<file path="src/rtl/unum4_unpack_if.sv">
// ---------------------------------------------------------------------------
// Module : unum4_unpack_if
// Brief  : Operand-side bus for the unum4 unpack pipeline (word in, fields out).
// Rev    : 1.0  initial release
// ---------------------------------------------------------------------------
`default_nettype none

interface unum4_unpack_if #(
    parameter int DATA_W    = 32,
    parameter int MAN_MAX_W = 29,
    parameter int EXP_MAX_W = 16,
    parameter int EXTRA     = 3
);
    logic                         start;
    logic [DATA_W-1:0]            data_in;
    logic                         done;
    logic [EXP_MAX_W-1:0]         exp;
    logic [MAN_MAX_W+EXTRA-1:0]   mant;
    logic                         zero;

    modport master (output start, data_in, input done, exp, mant, zero);
    modport slave  (input start, data_in, output done, exp, mant, zero);
endinterface

`default_nettype wire

</file>
<file path="src/rtl/unum4_unpack.sv">
// ---------------------------------------------------------------------------
// Module : unum4_unpack
// Brief  : 3-stage pipelined unpack of a unum4 word into exponent/mantissa.
// Rev    : 1.0  initial release
// ---------------------------------------------------------------------------
`default_nettype none

module unum4_unpack #(
    parameter int DATA_W    = 32,
    parameter int MAN_MAX_W = 29,
    parameter int EXP_SZ_W  = 4,
    parameter int EXP_MAX_W = 16,
    parameter int EXTRA     = 3
) (
    input  wire logic         clk,
    input  wire logic         rst,
    unum4_unpack_if.slave     bus
);
    localparam int c_F    = DATA_W - EXP_SZ_W;
    localparam int c_EF_W = (1 << EXP_SZ_W) - 1;
    localparam int c_MW   = MAN_MAX_W + EXTRA;

    // Stage 1
    logic              s1_vld_q;
    logic [DATA_W-1:0] s1_data_q;

    always_ff @(posedge clk) begin
        if (rst) begin
            s1_vld_q  <= 1'b0;
            s1_data_q <= '0;
        end else begin
            s1_vld_q  <= bus.start;
            s1_data_q <= bus.data_in;
        end
    end

    // Stage 2
    logic [EXP_SZ_W-1:0]  w_es;
    logic [c_F-1:0]       w_body;
    logic [c_F-1:0]       w_frac;
    logic [c_EF_W-1:0]    s2_e_d,   s2_e_q;
    logic [MAN_MAX_W-1:0] s2_m_d,   s2_m_q;
    logic                 s2_sgn_d, s2_sgn_q;
    logic [EXP_SZ_W-1:0]  s2_es_q;
    logic                 s2_vld_q;

    always_comb begin
        w_es   = s1_data_q[EXP_SZ_W-1:0];
        w_body = s1_data_q[DATA_W-1:EXP_SZ_W];
        w_frac = w_body << w_es;
        s2_e_d = c_EF_W'(w_body >> (c_F - int'(w_es)));
        // The exponent sign is always the top bit of the word when es != 0.
        s2_sgn_d = (w_es != '0) & w_body[c_F-1];
        if (w_es == '0) begin
            s2_m_d = {w_body[c_F-1], w_body};
        end else begin
            s2_m_d = {~w_frac[c_F-1], w_frac};
        end
    end

    always_ff @(posedge clk) begin
        if (rst) begin
            s2_vld_q <= 1'b0;
            s2_e_q   <= '0;
            s2_m_q   <= '0;
            s2_sgn_q <= 1'b0;
            s2_es_q  <= '0;
        end else begin
            s2_vld_q <= s1_vld_q;
            s2_e_q   <= s2_e_d;
            s2_m_q   <= s2_m_d;
            s2_sgn_q <= s2_sgn_d;
            s2_es_q  <= w_es;
        end
    end

    // Stage 3
    logic [EXP_MAX_W-1:0] w_e_ext;
    logic [EXP_MAX_W-1:0] w_mask;
    logic [EXP_MAX_W-1:0] exp_d,  exp_q;
    logic [c_MW-1:0]      mant_d, mant_q;
    logic                 zero_d, zero_q;
    logic                 done_q;

    always_comb begin
        w_e_ext                = '0;
        w_e_ext[c_EF_W-1:0]    = s2_e_q;
        w_mask                 = {EXP_MAX_W{1'b1}} << s2_es_q;
        // Sign-extend, then +1 undoes the one's-complement applied on pack.
        exp_d  = (s2_sgn_q ? (w_e_ext | w_mask) : w_e_ext)
                 + {{(EXP_MAX_W-1){1'b0}}, s2_sgn_q};
        mant_d = {s2_m_q, {EXTRA{1'b0}}};
        zero_d = (s2_es_q == '0) && (s2_m_q == '0);
    end

    always_ff @(posedge clk) begin
        if (rst) begin
            done_q <= 1'b0;
            exp_q  <= '0;
            mant_q <= '0;
            zero_q <= 1'b0;
        end else begin
            done_q <= s2_vld_q;
            if (s2_vld_q) begin
                exp_q  <= exp_d;
                mant_q <= mant_d;
                zero_q <= zero_d;
            end
        end
    end

    assign bus.done = done_q;
    assign bus.exp  = exp_q;
    assign bus.mant = mant_q;
    assign bus.zero = zero_q;
endmodule

`default_nettype wire

</file>
<file path="src/flat_wrapper.sv">
// flat-port wrapper written by rule: the top's interface ports become plain ports
module unum4_unpack_flat 
#(
    parameter int DATA_W    = 32,
    parameter int MAN_MAX_W = 29,
    parameter int EXP_SZ_W  = 4,
    parameter int EXP_MAX_W = 16,
    parameter int EXTRA     = 3
)
  (clk, rst, bus_start, bus_data_in, bus_done, bus_exp, bus_mant, bus_zero);
  unum4_unpack_if #(.DATA_W(DATA_W), .MAN_MAX_W(MAN_MAX_W), .EXP_MAX_W(EXP_MAX_W), .EXTRA(EXTRA)) bus_i ();
  input  wire logic clk;
  input  wire logic rst;
  input wire logic [$bits(bus_i.start)-1:0] bus_start;
  input wire logic [$bits(bus_i.data_in)-1:0] bus_data_in;
  output wire logic [$bits(bus_i.done)-1:0] bus_done;
  output wire logic [$bits(bus_i.exp)-1:0] bus_exp;
  output wire logic [$bits(bus_i.mant)-1:0] bus_mant;
  output wire logic [$bits(bus_i.zero)-1:0] bus_zero;
  assign bus_i.start = bus_start;
  assign bus_i.data_in = bus_data_in;
  assign bus_done = bus_i.done;
  assign bus_exp = bus_i.exp;
  assign bus_mant = bus_i.mant;
  assign bus_zero = bus_i.zero;
  unum4_unpack #(.DATA_W(DATA_W), .MAN_MAX_W(MAN_MAX_W), .EXP_SZ_W(EXP_SZ_W), .EXP_MAX_W(EXP_MAX_W), .EXTRA(EXTRA)) u_core (.clk(clk), .rst(rst), .bus(bus_i));
endmodule
</file>
<file path="config.mk">
export PLATFORM = sky130hd
export DESIGN_NAME = unum4_unpack_flat
export DESIGN_NICKNAME = d
export VERILOG_FILES = /design/src/rtl/unum4_unpack_if.sv /design/src/rtl/unum4_unpack.sv /design/src/flat_wrapper.sv
export SDC_FILE = /design/constraint.sdc
export NUM_CORES = 1
export LEC_CHECK = 0
export CAP_MARGIN = 10
export CORE_UTILIZATION = 45
export CTS_CLUSTER_DIAMETER = 50
export DETAILED_ROUTE_END_ITERATION = 8
export PLACE_DENSITY_LB_ADDON = 0.08
export RECOVER_POWER = 50
export SYNTH_ARGS = -nofsm -noshare
export SYNTH_HDL_FRONTEND = slang
export SYNTH_SLANG_ARGS = --single-unit
</file>
<file path="constraint.sdc">
create_clock -name clk -period 3 [get_ports clk]
set_input_delay 0.75 -clock clk [delete_from_list [all_inputs] [get_ports clk]]
set_output_delay 0.75 -clock clk [all_outputs]
set_load 0.01 [all_outputs]
</file>
* Word level (Yosys, flattened, before mapping) *
Cells that the tools add are included.

storage, ports and cells
  output and inout port bits = 50
  input bits = 35
  register bits = 130

operators by class
  reductions and logical operators = 5
  bitwise operators = 3
  shifts and indexed selects = 3
  multiplexer cells = 2
  add/sub/neg operators = 2

operators with widths
  operator                                            count
  right shift 28 x 32 -> 15 bit                       1
  logical NOT 29 bit                                  1
  2-to-1 mux 29 bit                                   1
  << shifter 28 x 4 -> 28 bit                         1
  adder 16 x 1 -> 16 bit                              1
  2-to-1 mux 16 bit                                   1
  OR 15 x 16 -> 16 bit                                1
  << shifter 16 x 4 -> 16 bit (first input constant)  1
  logical NOT 4 bit                                   2
  subtractor 5 x 4 -> 6 bit (first input constant)    1
  nonzero test 4 bit                                  1
  AND 1 bit                                           1
  logical AND 1 bit                                   1
  NOT 1 bit                                           1

* Longest topological paths before layout *
  depth in word-level cells = 4
  gate-level depth with buffers = 14

* Worst setup path after synthesis *
OpenSTA, ideal clock, no wires.

  path type = flip-flop to flip-flop
  start point = register u_core.s1_data_q[1]
  end point = register u_core.s2_e_q[3]
  path buffers = 4
  data required time = 2.868 ns
  stages on the path, launching flop included = 13
  library setup time = 0.132 ns
  path slack = 0.231 ns
  period minus slack after synthesis = 2.769 ns
  arrival time = 2.637 ns
  path through = dfxtp_1 clkbuf_1 clkbuf_1 inv_1 ha_1 buf_2 buf_2 mux2i_1 mux2i_1 mux2i_1 nor2_1 a221oi_1 nor3_1

between the ends
  word-level cells in the longest chain between the ends = 2

RTL lines
  item                           RTL line            RTL
  from (decl)                    unum4_unpack.sv:25  logic [DATA_W-1:0] s1_data_q;
  from (signal assigned)         unum4_unpack.sv:33  s1_data_q <= bus.data_in;
  subtractor 5 x 4 -> 6 bit      unum4_unpack.sv:51  s2_e_d = c_EF_W'(w_body >> (c_F - int'(w_es)));
  right shift 28 x 32 -> 15 bit  unum4_unpack.sv:51
  to (signal assigned)           unum4_unpack.sv:64  s2_e_q <= '0;
  to (signal assigned)           unum4_unpack.sv:70  s2_e_q <= s2_e_d;
  to (decl)                      unum4_unpack.sv:41  logic [c_EF_W-1:0] s2_e_d, s2_e_q;

Every way passes these cells.
A chain may end at the register's enable or synchronous reset.

* Worst setup path after layout *
  start point = register u_core.s1_data_q[0]
  end point = register u_core.s2_m_q[12]

between the ends
  word-level cells in the longest chain between the ends = 2
  elaborated cells on any way between the ends = 3

RTL lines
  item                                                              RTL line                                RTL
  << shifter 28 x 4 -> 28 bit or logical NOT 4 bit (tied branches)  unum4_unpack.sv:50, unum4_unpack.sv:54
  2-to-1 mux 29 bit *                                               unum4_unpack.sv:54                      if (w_es == '0) begin
  to (signal assigned)                                              unum4_unpack.sv:71                      s2_m_q <= s2_m_d;
  to (decl)                                                         unum4_unpack.sv:42                      logic [MAN_MAX_W-1:0] s2_m_d, s2_m_q;

Mark *: on every way between the ends. The rest lies on a longest branch, timed or not.

==> flow_summary.json <==
{
  "place_ws_ns": 0.154,
  "relSlewSlack_pct": 39.1,
  "nNetsFinal": 829,
  "synth-edff-count": 0,
  "root_buffer": "clkbuf_16",
  "netlist.top_cell.by_area": "dfxtp_1",
  "drt_iter0_drc": 509,
  "place.gp.congestion": 0.870,
  "avgSynthCellArea_um2": 9.23,
  "synth_top_area_share_pct": 38.5,
  "dieArea_um2": 15500,
  "period_share_pct": 89.6,
  "cts_max_path_buffers": 2,
  "cts.clk_slew.worst_paths_ns": 0.06,
  "whs_ns": 0.437,
  "synthArstFlopShare_pct": 0,
  "final_antenna_net_count": 0,
  "tns_ns": 0,
  "dp_hpwl_um": 13200,
  "syn_to_final_growth_pct": 22.4,
  "skew_ns": 0.00773,
  "firstDrtPassIters": 5,
  "setup_viol": 0,
  "antenna_found_initial": 0,
  "cp-end-kind": "flip-flop",
  "seq_area_um2": 2610,
  "hold_buffers": 0,
  "synth_area_leaders": "dfxtp_1 38%, mux2i_1 14%, mux4_2 9.3%",
  "met2WireLength_um": 8080,
  "post-route-cell-area_um2": 8280,
  "avgRoutedWirePerCell_um": 18.1,
  "multi_input_area_um2": 3850,
  "rows": 44,
  "min_period_ns": 2.69,
  "clk_latency_ns": 0.42,
  "grt_pass1_wl_um": 29000,
  "powerDensity_nw_per_um2": 550,
  "start_kind": "flip-flop",
  "tightest_slew_ns": 0.913,
  "placed_cell_area_um2": 7680,
  "ys_types": 55,
  "wirelength_met1_um": 8440,
  "synthFlopType": "dfxtp_1",
  "syn-cell-area_um2": 6760,
  "hold_path_class": "reg2reg",
  "synthCells": 733,
  "synth_seq_cells": 130,
  "path_class": "reg2reg",
  "drive_gt1_share_pct": 11.4,
  "clock-sinks": 130,
  "antenna_cells": 0,
  "max_freq_mhz": 372,
  "cts_buffers": 17,
  "synth_common_cells": "130 x dfxtp_1, 96 x mux2i_1, 92 x nor2_1",
  "grt_max_degree": 91,
  "coreArea_um2": 14600,
  "status": "finished clean",
  "drc": 0,
  "grt_pass1_vias": 5280,
  "viasPerCell": 5.78,
  "yosys_warnings": 0,
  "final_max_slew_viol_count": 0,
  "required_ns": 3.26,
  "wirelength_um": 17900,
  "drv_cap": 0,
  "grt-ovfl-total": 0,
  "synth-seq-area-share_pct": 38.5,
  "vias": 5715,
  "synth.most_common_cell": "dfxtp_1",
  "cts_tree": "built",
  "io_buffer_count": 81,
  "irDropWorstVdd_uv": 446,
  "setup_slack_ns": 0.311,
  "cp.arrival_ns": 2.95,
  "final_hold_viol_count": 0,
  "wl_met3_um": 1000,
  "die_h_um": 125,
  "top_layer": "met4",
  "fp.dieW_um": 125,
  "initial_core_util_pct": 46.4,
  "p_leak_uw": 0.00300,
  "grt.total_usage_pct": 23.7,
  "n_fill_cell": 1323,
  "ios": 85,
  "cts_htree_levels": 4,
  "cp_max_fo": 29
}
cells by family (layout without fill, tap and decap cells):
group	Yosys count	after routing	share of synthesized area, %
simple gates	246	246	18.0
compound gates	142	142	13.4
flops	130	130	38.5
mux	127	127	24.0
buf+inv	78	148	4.79
xor+xnor	7	7	0.907
fa+ha+maj	2	2	0.370
other cells	1	3	0.0555
registers in the layout, indices dropped and copies added (netlist names):
signal	cells
u_core.bus.zero	1
u_core.bus.exp	16
u_core.s2_m_q	29
u_core.bus.mant	29
u_core.s1_vld_q	1
u_core.s2_e_q	15
u_core.s2_vld_q	1
u_core.s2_es_q	4
u_core.bus.done	1
u_core.s1_data_q	32
u_core.s2_sgn_q	1
where the power goes:
group,leakage [uW],switching [uW],internal (uW)
Sequential,0.00106,88.8,1800
Combinational,0.00166,369,309
Clock,0.000273,795,1190
layout by cell type (no fill, tap or decap), drive strengths merged, types with 4 or more instances in the layout:
| cell | instances |
|---|---|
| clkdlybuf4s50 | 80 |
| nand4 | 5 |
| o21ai | 18 |
| xnor2 | 6 |
| o22ai | 24 |
| a31oi | 6 |
| buf | 19 |
| inv | 18 |
| mux4 | 28 |
| nor2 | 92 |
| mux2i | 96 |
| a21oi | 48 |
| clkbuf | 21 |
| nor3 | 7 |
| or3 | 6 |
| a211oi | 17 |
| o311ai | 6 |
| nor2b | 45 |
| nand2b | 14 |
| dfxtp | 130 |
| nor4 | 7 |
| a311oi | 4 |
| nand3 | 11 |
| clkinv | 5 |
| clkinvlp | 4 |
| nand2 | 40 |
through the flow:
stage / total power, uW / instances / util (%)
floorplan: 2380 / 735 / -
global placement: 2590 / 956 / 52.7
detailed placement: 2600 / 956 / 52.7
CTS: 4580 / 988 / 56.6
global route: 4750 / 989 / 56.7
finish: 4560 / 989 / 56.7
final cells by class:
cell class	count	area share [%]
sequential	130	31.5
clock inverter	13	1.53
tap	184	2.78
multi-input combinational	527	46.6
inverter	15	0.680
clock buffer	19	5.47
timing repair buffer	101	11.5
critical path: stages, from the launching register on:
cell and delay (ns):
dfxtp_2 0.32, buf_4 0.25, clkbuf_2 0.72, mux4_2 0.62
mux2i_1 0.22, nor2_1 0.06, a21oi_1 0.21, o22ai_1 0.12
timing repair:
action / in CTS / in global routing
setup buffers: 0 / 1
setup endpoints to repair: 0 / 4
gates resized for setup: 0 / 2
routing by layer:
metal	vias up	track usage [%]
met1	2713	33.8
li1	2754	-
met5	-	0
met2	221	35.8
met3	27	4.81
met4	0	7.87
final timing paths:
path,start,endpoint,slack [ns],cells after the start
max,u_core.s1_data_q[0],u_core.s2_m_q[12],0.31,7
min,u_core.s1_vld_q,u_core.s2_vld_q,0.44,1
max reg2reg,u_core.s1_data_q[0],u_core.s2_m_q[12],0.31,7
min reg2reg,u_core.s1_vld_q,u_core.s2_vld_q,0.44,1
Note: power is estimated with default switching activity, not from simulation.
